==> src/rtl/demux_stream_n_output.sv <==
// Registered 1-to-NOUT stream demultiplexer with a one-entry valid/ready register per channel.
// Optional packet lock (in_last port plus IDLE/LOCKED FSM) is enabled by defining DEMUX_PKT_LOCK_EN.
module demux_stream_n_output #(
  parameter int WIDTH = 8,
  parameter int NOUT  = 3,
  parameter int SELW  = 2
) (
  input  logic                  clk,
  input  logic                  rst_n,
  input  logic [WIDTH-1:0]      in_data,
  input  logic [SELW-1:0]       in_sel,
  input  logic                  in_valid,
`ifdef DEMUX_PKT_LOCK_EN
  input  logic                  in_last,
`endif
  output logic                  in_ready,
  output logic [NOUT*WIDTH-1:0] out_data,
  output logic [NOUT-1:0]       out_valid,
  input  logic [NOUT-1:0]       out_ready,
  output logic                  err_sel,
  output logic [7:0]            drop_cnt
);

  localparam logic [SELW:0] NOUT_EXT = (SELW+1)'(NOUT);

  logic [SELW-1:0] eff_sel;
  logic            in_range;
  logic            accept;
  logic            count_drop;
  logic [NOUT-1:0] fill;
  logic [NOUT-1:0] drain;

`ifdef DEMUX_PKT_LOCK_EN
  typedef enum logic {IDLE, LOCKED} state_t;

  state_t          state;
  logic [SELW-1:0] lock_sel;

  // Inside a packet the destination is frozen; only the head beat can raise a drop.
  assign eff_sel    = (state == LOCKED) ? lock_sel : in_sel;
  assign count_drop = accept & ~in_range & (state == IDLE);

  always_ff @(posedge clk) begin
    if (!rst_n) begin
      state    <= IDLE;
      lock_sel <= '0;
    end else if (accept) begin
      case (state)
        IDLE: begin
          if (!in_last) begin
            lock_sel <= in_sel;
            state    <= LOCKED;
          end
        end
        LOCKED: begin
          if (in_last) state <= IDLE;
        end
        default: state <= IDLE;
      endcase
    end
  end
`else
  assign eff_sel    = in_sel;
  assign count_drop = accept & ~in_range;
`endif

  // Width-extended compare keeps NOUT == 2**SELW from wrapping to zero.
  assign in_range = {1'b0, eff_sel} < NOUT_EXT;
  assign accept   = in_valid & in_ready;
  assign drain    = out_valid & out_ready;

  // Ready looks only at the destination register, never at in_valid.
  always_comb begin
    // NOTE: default first so every path assigns in_ready and no latch is inferred.
    in_ready = 1'b1;
    for (int k = 0; k < NOUT; k++) begin
      if (eff_sel == SELW'(k)) in_ready = ~out_valid[k] | out_ready[k];
    end
  end

  always_comb begin
    fill = '0;
    for (int k = 0; k < NOUT; k++) begin
      fill[k] = accept && (eff_sel == SELW'(k));
    end
  end

  always_ff @(posedge clk) begin
    if (!rst_n) begin
      out_valid <= '0;
      // NOTE: data registers are reset too, because out_data is observable as zero after reset.
      out_data  <= '0;
    end else begin
      for (int k = 0; k < NOUT; k++) begin
        // NOTE: non-blocking assignments so every register samples pre-edge values.
        if (fill[k]) begin
          out_valid[k]                 <= 1'b1;
          out_data[k*WIDTH +: WIDTH]   <= in_data;
        end else if (drain[k]) begin
          out_valid[k]                 <= 1'b0;
        end
      end
    end
  end

  always_ff @(posedge clk) begin
    if (!rst_n) begin
      err_sel  <= 1'b0;
      drop_cnt <= '0;
    end else begin
      err_sel <= count_drop;
      if (count_drop && drop_cnt != 8'hFF) drop_cnt <= drop_cnt + 8'd1;
    end
  end

endmodule

==> config.mk <==
export PLATFORM = sky130hd
export DESIGN_NAME = demux_stream_n_output
export DESIGN_NICKNAME = d
export VERILOG_FILES = /design/src/rtl/demux_stream_n_output.sv
export SDC_FILE = /design/constraint.sdc
export NUM_CORES = 1
export LEC_CHECK = 0
export ABC_AREA = 1
export CORE_ASPECT_RATIO = 1.75
export CORE_MARGIN = 4
export CORE_UTILIZATION = 40
export CTS_CLUSTER_SIZE = 14
export DETAILED_ROUTE_END_ITERATION = 16
export GPL_TIMING_DRIVEN = 1
export PLACE_DENSITY = 0.77
export SLEW_MARGIN = 20
export SYNTH_ARGS = -nofsm -noshare
export SYNTH_HDL_FRONTEND = slang
export SYNTH_SLANG_ARGS = --single-unit
==> constraint.sdc <==
create_clock -name clk -period 1.21 [get_ports clk]
set_input_delay 0.1815 -clock clk [delete_from_list [all_inputs] [get_ports clk]]
set_output_delay 0.1815 -clock clk [all_outputs]
set_load 0.03 [all_outputs]
==> results.ini, run 1 <==
[status]
status=finished, violations left
failed_checks=negative setup slack

[setup_path]
rr_worst_depth=10
r2r_slack_ns=-0.20
crit_slowest_cell=dfxtp_4
cp_slowest_stage_delay_ns=0.36
path_cells=inv_2, nor2_4, nand2_2, nand3_4, buf_4, inv_1, buf_6
critPathMaxFanout=2
worst-endpoint-required_ns=1.03
start_kind=register
critPathKind=register to output port
end_kind=output port
cp.arrival_ns=1.27

[logic_synthesis]
synth.most_common_cell=nor2_1
seq_area_frac_synth_pct=48.3
synthMuxAreaShare_pct=0
syn_area_per_cell_sq_um=7.35
synthXorXnorAreaFrac_pct=1.76
syn_area_sq_mm=0.00149
yosys_warnings=0
synth_ff_type=dfxtp_1
synth_top_area_share_pct=48.3
yosys.area_share.simple_pct=32.3
synth_compound_area_share_pct=10.4
synth_edf_count=0
synth_fa_ha_area_share_pct=0.838
synth.area.top_cells=dfxtp_1 48%, nor2_1 17%, o21ai_0 8.4%
yosysUniqueCellTypes=23
synth_area_leader_cell=dfxtp_1
syn_inst=203
synthTopCellsByCount=67 x nor2_1, 36 x dfxtp_1, 25 x nand2_1, 25 x o21ai_0, 15 x inv_1
syn_nets=220
async_reset_ff_share_pct=0
synth-seq-cells=36
synth_top_family_by_area=simple AND/OR/NAND/NOR gates

[route]
dr_wl_met3_microns=264
drt_iter0_drc=22
viasPerCell=5.03
highest-signal-layer=met4
routed_wl_mm=5.09
dr.pass1.iters=4
vias=1686
drt-met1-wl_mm=1.66
wl_per_cell_microns=15.2
ant_nets=0
post-route-drc-count=0
dr_wl_met2_mm=2.98

[timing]
setup_viol=36
timing.slew.headroom_pct=76.2
fmaxAchievable_ghz=0.691
slew_violations=0
finalWorstSetupSlack_ns=-0.237
rsz0062_at_grt=yes
hold_violations=0
period_needed_ns=1.45
period_share_pct=120
finalClockSkew_ns=0.00245
tightest_slew_ns=0.356

[cts]
cts.clk_slew.worst_paths_ns=0.07
cts_buffers=5
htreeDepth=2
clock_latency_ns=0.29
clock_path_buffers=2
cts_sinks=36
cts_tree=built
cts-root-buf=clkbuf_8
postCtsHoldBufs=0

[finish]
fin_nets=305
fillers=244
final_cells=335
drive_gt1_share_pct=51.9
final_area_sq_mm=0.00271
area_growth_pct=81.6
antenna_cells=0

[grt]
grt_pass1_vias=1697
grt_start_max_net_pins=25
antenna_found_initial=0
grt_usage_pct=22.6
globalRouteOverflowTotal=0
grt_pass1_wl_mm=7.74

[die]
core.rowCount=29
start_util_pct=41.1
io_pins=53
die_w_microns=54.2
die_h_microns=88.8
dieArea_sq_mm=0.00481
coreArea_sq_mm=0.00363

[job]
cap_violations=0

[placed_design]
gp_congestion=0.811
dp_hpwl_mm=3.14
dpl-instance-area_sq_mm=0.00218
pre_cts_ws_ns=-0.557
numPlacedInstances=315
portBuffers=52

[min_path]
hold_path_depth=4
hp-class=primary input to register

[pwr]
ir_drop_v=0.000980
p_leak_nw=1.15
p_per_area_mw_per_mm2=1090

[path summary, 6_finish.rpt]
check,start,endpoint
setup / recovery,out_valid[2]$_SDFFE_PN0P_,in_ready
hold / removal,out_ready[1],out_valid[1]$_SDFFE_PN0P_
setup reg to reg,out_valid[2]$_SDFFE_PN0P_,out_data[1]$_SDFFE_PN0P_
hold reg to reg,out_data[15]$_SDFFE_PN0P_,out_data[15]$_SDFFE_PN0P_
[per-stage QoR]
step / setup TNS (ns) / utilization, % / total power, mW / hold slack (ns)
after floorplan: -0.591 / - / 1.51 / 0.317
after global placement: -17.03 / 60.0 / 1.72 / 0.462
after detailed placement: -18.09 / 60.0 / 1.73 / 0.470
after CTS: -3.64 / 71.1 / 2.90 / 0.341
after global routing: -7.08 / 74.7 / 3.06 / 0.389
final: -4.63 / 74.7 / 2.95 / 0.378
[flip-flops by register name, indices dropped and copies added (netlist names)]
register and count:
drop_cnt 8, err_sel 1, out_data 24, out_valid 3
[cells by family after synthesis]
| logic type | Yosys count |
|---|---|
| buf+inv | 23 |
| fa+ha+maj | 1 |
| flops | 36 |
| xor+xnor | 3 |
| simple gates | 109 |
| compound gates | 31 |
[layer usage]
| metal | vias to the layer above | GRT usage [%] |
|---|---|---|
| met3 | 16 | 6.41 |
| met1 | 794 | 20.1 |
| met4 | 0 | 12.0 |
| met5 | - | 0 |
| met2 | 48 | 42.6 |
| li1 | 828 | - |
[critical path: cells and delay by family, from the launching register on]
kind | cells | cell delay, ns
buffers and inverters | 4 | 0.33
DFF | 1 | 0.36
and+or+nand+nor | 3 | 0.29
[area by class of cell]
class / instances / area [sq um] / share of cell area (%)
multi-input cells: 147 / 1030 / 38.0
flip-flops and latches: 36 / 747 / 27.5
repair buffers: 75 / 622 / 22.9
clock buffers: 8 / 121 / 4.48
inverters: 20 / 105 / 3.88
well taps: 46 / 57.6 / 2.12
repair inverters: 3 / 27.5 / 1.02
[what timing repair did]
| item | CTS | global route |
|---|---|---|
| gates resized for setup | 96 | 45 |
| endpoints found under the setup margin | 44 | 41 |
| buffers inserted | 4 | 2 |
| pin swaps | 18 | 20 |
| cloned | 6 | 0 |
[power by group]
group          leakage (nW)  internal (mW)  switching (mW)
clock network        0.0627          0.644           0.439
logic                 0.793          0.245           0.363
registers             0.299           1.22          0.0345
total                  1.15           2.11           0.836
[cells in the final DEF (no fill, tap or decap)]
cell type	instances
xor2_1	3
dfxtp_2	3
nand2_8	5
dfxtp_4	6
clkinv_1	2
nor2_4	10
clkbuf_16	1
clkdlybuf4s15_1	3
nor4_1	1
clkdlybuf4s50_1	11
ha_4	1
nand3_1	2
nand3_4	2
a21oi_2	1
inv_6	2
clkinv_8	2
dfxtp_1	27
o21ai_0	1
o21ai_2	21
nand3b_1	1
o21ai_4	3
clkbuf_8	7
buf_12	1
dlygate4sd2_1	4
nor2_2	15
inv_8	1
buf_6	5
buf_4	46
inv_1	11
inv_2	4
nand2_4	1
nand2_1	17
clkinvlp_4	1
nand4_1	7
a21oi_1	5
nand2_2	6
nand4_4	1
clkbuf_2	5
nor2_1	44
Note: power is estimated with default switching activity, not from simulation.
==> run 2, diff against run 1 <==
- GPL_TIMING_DRIVEN: 1 -> 0
==> run 2 against run 1 <==
Net effect: the run still ends with negative setup slack left; design area fell by 7.7%; clock-buffer cell count unchanged; total power down 7.2%; worst setup slack worse by 0.0082 ns; final cell count shrank 2.7%; clock power decreased by 13%; combinational power shrank 11%; clock skew up 0.0052 ns; critical path depth up 4; first-iteration DRC count fell by 14%; die area unchanged; worst hold slack worse by 0.021 ns; largest power group unchanged.
==> results.ini, run 2 (same netlist as run 1, synthesis figures left out) <==
[status]
status=finished, violations left
failed_checks=negative setup slack

[route]
ant_nets=0  ; unchanged
viasPerCell=5.17  ; +2.6%
routed_wl_mm=4.84  ; -5.0%
dr.pass1.iters=4  ; unchanged
vias=1684  ; -0.12%
wl_per_cell_microns=14.8  ; -2.3%
drt_iter0_drc=19  ; -14%
post-route-drc-count=0  ; unchanged

[timing]
finalClockSkew_ns=0.00764  ; +0.00519 ns
timing.slew.headroom_pct=76.2  ; about the same
period_needed_ns=1.46  ; +0.00824 ns
setup_viol=37  ; +2.8%
finalWorstSetupSlack_ns=-0.245  ; -0.00824 ns
hold_violations=0  ; unchanged
period_share_pct=120  ; +0.68 points
tightest_slew_ns=0.356  ; +0.000502 ns
holdWs_ns=0.357  ; -0.0210 ns
fmaxAchievable_ghz=0.687  ; -0.57%
slew_violations=0  ; unchanged
rsz0062_at_grt=yes

[cts]
postCtsHoldBufs=0  ; unchanged
cts.clk_slew.worst_paths_ns=0.07  ; about the same
cts_tree=built
htreeDepth=2  ; unchanged
cts_buffers=5  ; unchanged
clock_latency_ns=0.29  ; about the same
clock_path_buffers=2  ; unchanged
cts_sinks=36  ; unchanged
cts-root-buf=clkbuf_8

[pwr]
ir_drop_v=0.00142  ; +45%
clkPwrFrac_pct=34.4  ; -2.3 points
p_sw_mw=0.791  ; -5.4%
p_sw_share_pct=28.9  ; +0.54 points
p_per_area_mw_per_mm2=1090  ; +0.57%
p_leak_nw=1.05  ; -9.3%
internal_power_mw=1.95  ; -7.9%
sequentialPowerShare_pct=45.8  ; +3.1 points
finalPower_mw=2.74  ; -7.2%
p_comb_share_pct=19.8  ; -0.8 points

[finish]
top_register=out_data
largest_register_ffs=24  ; unchanged
final_cells=326  ; -2.7%
largestRegisters=out_data (24), drop_cnt (8), out_valid (3)
fillers=282  ; +16%
fin_nets=296  ; -3.0%
final_common_cell=nor2_1
antenna_cells=0  ; unchanged
area_growth_pct=67.6
final_cell_mix=57 x nor2_1, 26 x dfxtp_1, 22 x clkbuf_2
drive_gt1_share_pct=39.6  ; -12 points
final_area_sq_mm=0.00250  ; -7.7%

[grt]
antenna_found_initial=0  ; unchanged
met2_usage_pct=42.0  ; -0.65 points
grt_start_max_net_pins=12  ; -52%
use_met3_pct=5.90  ; -0.51 points
grt_pass1_wl_mm=7.65  ; -1.1%
globalRouteOverflowTotal=0  ; unchanged
grt_pass1_vias=1666  ; -1.8%
grtUsageMet1_pct=20.8  ; +0.65 points
grt_busiest_layer=met2
grt_usage_pct=22.0  ; -0.57 points

[setup_path]
worst-endpoint-required_ns=1.40  ; +0.37 ns
critPathKind=primary input to register
critPathMaxFanout=5  ; +3
start_kind=primary input
cp.arrival_ns=1.64  ; +0.37 ns
rr_worst_depth=10  ; unchanged
r2r-end=out_data[14]$_SDFFE_PN0P_
r2r-start=out_valid[1]$_SDFFE_PN0P_
r2r_slack_ns=-0.23  ; -0.03 ns
end_kind=register

[placed_design]
dpl-instance-area_sq_mm=0.00213  ; -2.2%
dp_hpwl_mm=3.00  ; -4.5%
portBuffers=52  ; unchanged
gp_congestion=0.724  ; -11%
numPlacedInstances=301  ; -4.4%

[die]
io_pins=53  ; unchanged
dieArea_sq_mm=0.00481  ; unchanged
die_w_microns=54.2  ; unchanged
start_util_pct=41.1  ; unchanged
die_h_microns=88.8  ; unchanged
coreArea_sq_mm=0.00363  ; unchanged
core.rowCount=29  ; unchanged

[min_path]
hold_path_depth=4  ; unchanged
hp-class=primary input to register
hold_end=out_valid[2]$_SDFFE_PN0P_
hp-start=out_ready[2]

[job]
cap_violations=0  ; unchanged

-- run 2: worst max-delay path by stage --
stage	from	end	slack, ns	depth (start not counted)
after floorplan	out_valid[0]$_SDFFE_PN0P_	out_data[10]$_SDFFE_PN0P_	-0.03	9
after global placement	in_sel[1]	in_ready	-0.73	6
after detailed placement	in_sel[1]	in_ready	-0.73	6
after CTS	out_valid[1]$_SDFFE_PN0P_	drop_cnt[6]$_SDFFE_PN0P_	-0.15	11
after global routing	in_sel[1]	out_data[14]$_SDFFE_PN0P_	-0.31	11
final	in_sel[1]	out_data[14]$_SDFFE_PN0P_	-0.25	11
-- run 2: layer usage --
layer  routed length, microns  share of wire (%)
met2                     2720                 56
met5                        0                  0
met3                      359                7.4
met1                     1600                 33
met4                      162                3.3
-- run 2: repair_timing --
action                                  4_1_cts  5_1_grt
endpoints found under the setup margin       73       65
gates resized for setup                     145       55
pin swaps                                    10       14
setup buffers                                 8        5
gates cloned                                  6        0
-- run 2: cell type report --
class | count | area [sq um] | area share [%]
timing repair inverter | 3 | 27.5 | 1.10
buffer | 3 | 25.0 | 1.00
sequential | 36 | 748 | 29.9
multi-input combinational | 147 | 933 | 37.3
clock buffer | 8 | 100 | 4.00
timing repair buffer | 63 | 517 | 20.7
inverter | 20 | 93.8 | 3.75
tap | 46 | 57.6 | 2.30
-- run 2: per-stage QoR --
step	utilization, %	TNS, ns	worst slack, ns
2_1_floorplan	-	-0.591	-0.0321
3_3_place_gp	58.7	-20.29	-0.733
3_5_place_dp	58.7	-20.75	-0.734
4_1_cts	69.2	-3.32	-0.150
5_1_grt	69.0	-8.56	-0.306
6_report	69.0	-6.15	-0.245
-- run 2: critical path, stage by stage --
cell	delay, ns
clkdlybuf4s15_1	0.32
inv_1	0.18
nor2_4	0.05
nand2_2	0.10
nand3_4	0.09
nor2_4	0.17
buf_8	0.16
buf_12	0.11
nand2_8	0.06
o21ai_2	0.14
nor2_1	0.07
-- run 2: power groups by stage --
stage                     registers (mW)  logic (mW)  clock network, mW
after global placement              1.28       0.425                  0
after CTS                           1.25       0.516              0.944
after detailed placement            1.28       0.428                  0
after global routing                1.26       0.578              0.988
final                               1.25       0.542              0.942
after floorplan                     1.38       0.135                  0
==> run 3, diff against run 2 <==
- ABC_AREA: 1 -> unset
==> run 3 against run 2 <==
Net effect: the flow still finishes with violations (negative setup slack); sequential power is essentially flat; register-to-register slack gained 0.24 ns; area after synthesis grew 3.9%; design area shrank 6.5%; via count shrank 2.6%; first-iteration DRC count grew 5.3%; global-route usage shrank 1.8 points; critical path depth shrank 5; die area grew 3.4%; synthesized cell count shrank 12%; worst setup slack lost 0.023 ns; non-clock buffer count grew 5.
==> results.ini, run 3 <==
[status]
status=finished, violations left
failed_checks=negative setup slack

[pwr]
p_comb_share_pct=14.4  ; -5.4 points
p_per_area_mw_per_mm2=1050  ; -3.8%
ir_drop_v=0.000842  ; -41%
finalPower_mw=2.46  ; -10%
clkPwrFrac_pct=35.6  ; +1.2 points
sequentialPowerShare_pct=50.0  ; +4.2 points
p_leak_nw=0.907  ; -13%
p_sw_share_pct=26.4  ; -2.5 points
p_sw_mw=0.650  ; -18%
internal_power_mw=1.81  ; -6.8%

[timing]
period_needed_ns=1.48  ; +0.0234 ns
rsz0062_at_grt=yes
fmaxAchievable_ghz=0.676  ; -1.6%
hold_violations=0  ; unchanged
timing.slew.headroom_pct=66.5  ; -9.6 points
finalSetupTns_ns=-0.269  ; +5.88 ns
finalClockSkew_ns=0.00757  ; -0.0000707 ns
slew_violations=0  ; unchanged
setup_viol=1  ; -97%
tightest_slew_ns=0.501  ; +0.145 ns
period_share_pct=122  ; +1.9 points
holdWs_ns=0.344  ; -0.0136 ns
finalWorstSetupSlack_ns=-0.269  ; -0.0234 ns

[finish]
fin_nets=263  ; -11%
final_area_sq_mm=0.00234  ; -6.5%
fillers=343  ; +22%
final_cells=293  ; -10%
top_register=out_data
drive_gt1_share_pct=32.4  ; -7.3 points
largestRegisters=out_data (24), drop_cnt (8), out_valid (3)
final_common_cell=a21oi_1
area_growth_pct=50.9
final_cell_mix=27 x a21oi_1, 26 x nand3_1, 25 x dfxtp_1
antenna_cells=0  ; unchanged
final_util_pct=63.2  ; -5.7 points
largest_register_ffs=24  ; unchanged

[route]
dr.pass1.iters=4  ; unchanged
drt_iter0_drc=20  ; +1
viasPerCell=5.60  ; +8.4%
wl_per_cell_microns=15.7  ; +5.8%
vias=1640  ; -2.6%
ant_nets=0  ; unchanged
post-route-drc-count=0  ; unchanged
routed_wl_mm=4.60  ; -4.9%

[grt]
grt_pass1_vias=1620  ; -2.8%
globalRouteOverflowTotal=0  ; unchanged
grt_pass1_wl_mm=7.51  ; -1.8%
antenna_found_initial=0  ; unchanged
use_met3_pct=5.95  ; +0.048 points
grt_start_max_net_pins=13  ; +1
met2_usage_pct=32.6  ; -9.4 points
grtUsageMet1_pct=21.7  ; +0.96 points
grt_busiest_layer=met2
grt_usage_pct=20.2  ; -1.8 points

[placed_design]
portBuffers=51  ; -1.9%
dpl-instance-area_sq_mm=0.00217  ; +1.9%
gp_congestion=0.866  ; +20%
numPlacedInstances=276  ; -8.3%
pre_cts_ws_ns=-0.979  ; -0.245 ns
dp_hpwl_mm=3.16  ; +5.2%

[logic_synthesis]
syn_area_sq_mm=0.00155  ; +3.9%
synth-seq-cells=36  ; unchanged
yosys_warnings=0  ; unchanged
syn_area_per_cell_sq_um=8.66  ; +18%
yosysUniqueCellTypes=34  ; +48%
syn_nets=196  ; -11%
synth.area.top_cells=dfxtp_1 46%, a21oi_1 9.0%, nand3_1 8.4%
synth.most_common_cell=dfxtp_1
synth_top_area_share_pct=46.5  ; -1.8 points
synthTopCellsByCount=36 x dfxtp_1, 28 x a21oi_1, 26 x nand3_1, 19 x o21ai_0, 7 x o21ai_1
synth_edf_count=0  ; unchanged
synth_area_leader_cell=dfxtp_1
seq_area_frac_synth_pct=46.5  ; -1.8 points
synth_ff_type=dfxtp_1
syn_inst=179  ; -12%
async_reset_ff_share_pct=0  ; unchanged

[die]
die_w_microns=55.1  ; +1.6%
coreArea_sq_mm=0.00370  ; +2.0%
die_h_microns=90.4  ; +1.7%
dieArea_sq_mm=0.00497  ; +3.4%
core.rowCount=29  ; unchanged
start_util_pct=41.9  ; +0.75 points
io_pins=53  ; unchanged

[setup_path]
end_kind=output port
cp.arrival_ns=1.30  ; -0.34 ns
path_cells=clkdlybuf4s50_1, nand2b_1, clkbuf_8, mux2i_1, o21ai_2, buf_6
critPathMaxFanout=2  ; -3
cp_slowest_stage_delay_ns=0.42  ; +0.10 ns
worst-endpoint-required_ns=1.03  ; -0.37 ns
crit_slowest_cell=clkdlybuf4s50_1
critPathKind=primary input to output port
start_kind=primary input

[cts]
postCtsHoldBufs=0  ; unchanged
cts_sinks=36  ; unchanged
cts-root-buf=clkbuf_8
clock_path_buffers=2  ; unchanged
cts.clk_slew.worst_paths_ns=0.07  ; about the same
cts_tree=built
cts_buffers=5  ; unchanged
clock_latency_ns=0.29  ; about the same
htreeDepth=2  ; unchanged

[job]
cap_violations=0  ; unchanged

[min_path]
hp-class=primary input to register

[run 3: cell families after synthesis]
| group | count (synthesis) | share of synthesized area, % |
|---|---|---|
| DFF | 36 | 46.5 |
| adders and majority gates | 1 | 0.807 |
| buffers and inverters | 14 | 4.68 |
| muxes | 3 | 1.94 |
| and+or+nand+nor | 60 | 23.4 |
| AOI/OAI and AO/OA | 65 | 22.7 |
[run 3: repair_timing]
action,4_1_cts,5_1_grt
gates resized for setup,85,47
gates cloned,2,0
setup buffers,7,1
pin swaps,7,8
setup endpoints to repair,73,57
[run 3: path summary, 6_finish.rpt]
path                            startpoint                       end  slack (ns)  cells past startpoint
setup / recovery              out_ready[2]                  in_ready       -0.27                      6
hold / removal                    in_valid        err_sel$_SDFF_PN0_        0.34                      3
setup reg to reg  drop_cnt[0]$_SDFFE_PN0P_  drop_cnt[4]$_SDFFE_PN0P_        0.01                      4
hold reg to reg   out_data[0]$_SDFFE_PN0P_  out_data[0]$_SDFFE_PN0P_        0.47                      2
[run 3: cell type report]
cell class,count,area [sq um],area share [%]
tap,46,57.6,2.46
clock buffer,6,82.6,3.53
inverter,1,3.75,0.160
clock inverter,2,10.0,0.428
buffer,12,101,4.33
timing repair buffer,59,492,21.0
sequential,36,744,31.8
multi-input combinational,131,848,36.3
[run 3: critical path, delay by kind of cell]
| kind | cells | cell delay [ns] |
|---|---|---|
| AND/OR/NAND/NOR | 1 | 0.16 |
| multiplexers | 1 | 0.17 |
| buffers and inverters | 3 | 0.70 |
| AO/OA/AOI/OAI | 1 | 0.09 |
[run 3: power by group through the flow]
stage,combinational (mW),clock (mW),sequential (mW)
after floorplan,0.121,0,1.33
after global placement,0.343,0,1.26
after detailed placement,0.345,0,1.26
after CTS,0.356,0.894,1.24
after global routing,0.382,0.955,1.24
final,0.355,0.876,1.23
[run 3: metal layers]
metal / wire (microns) / vias up
li1: - / 799
met1: 1690 / 752
met2: 2340 / 72
met3: 351 / 17
met4: 221 / 0
met5: 0 / -
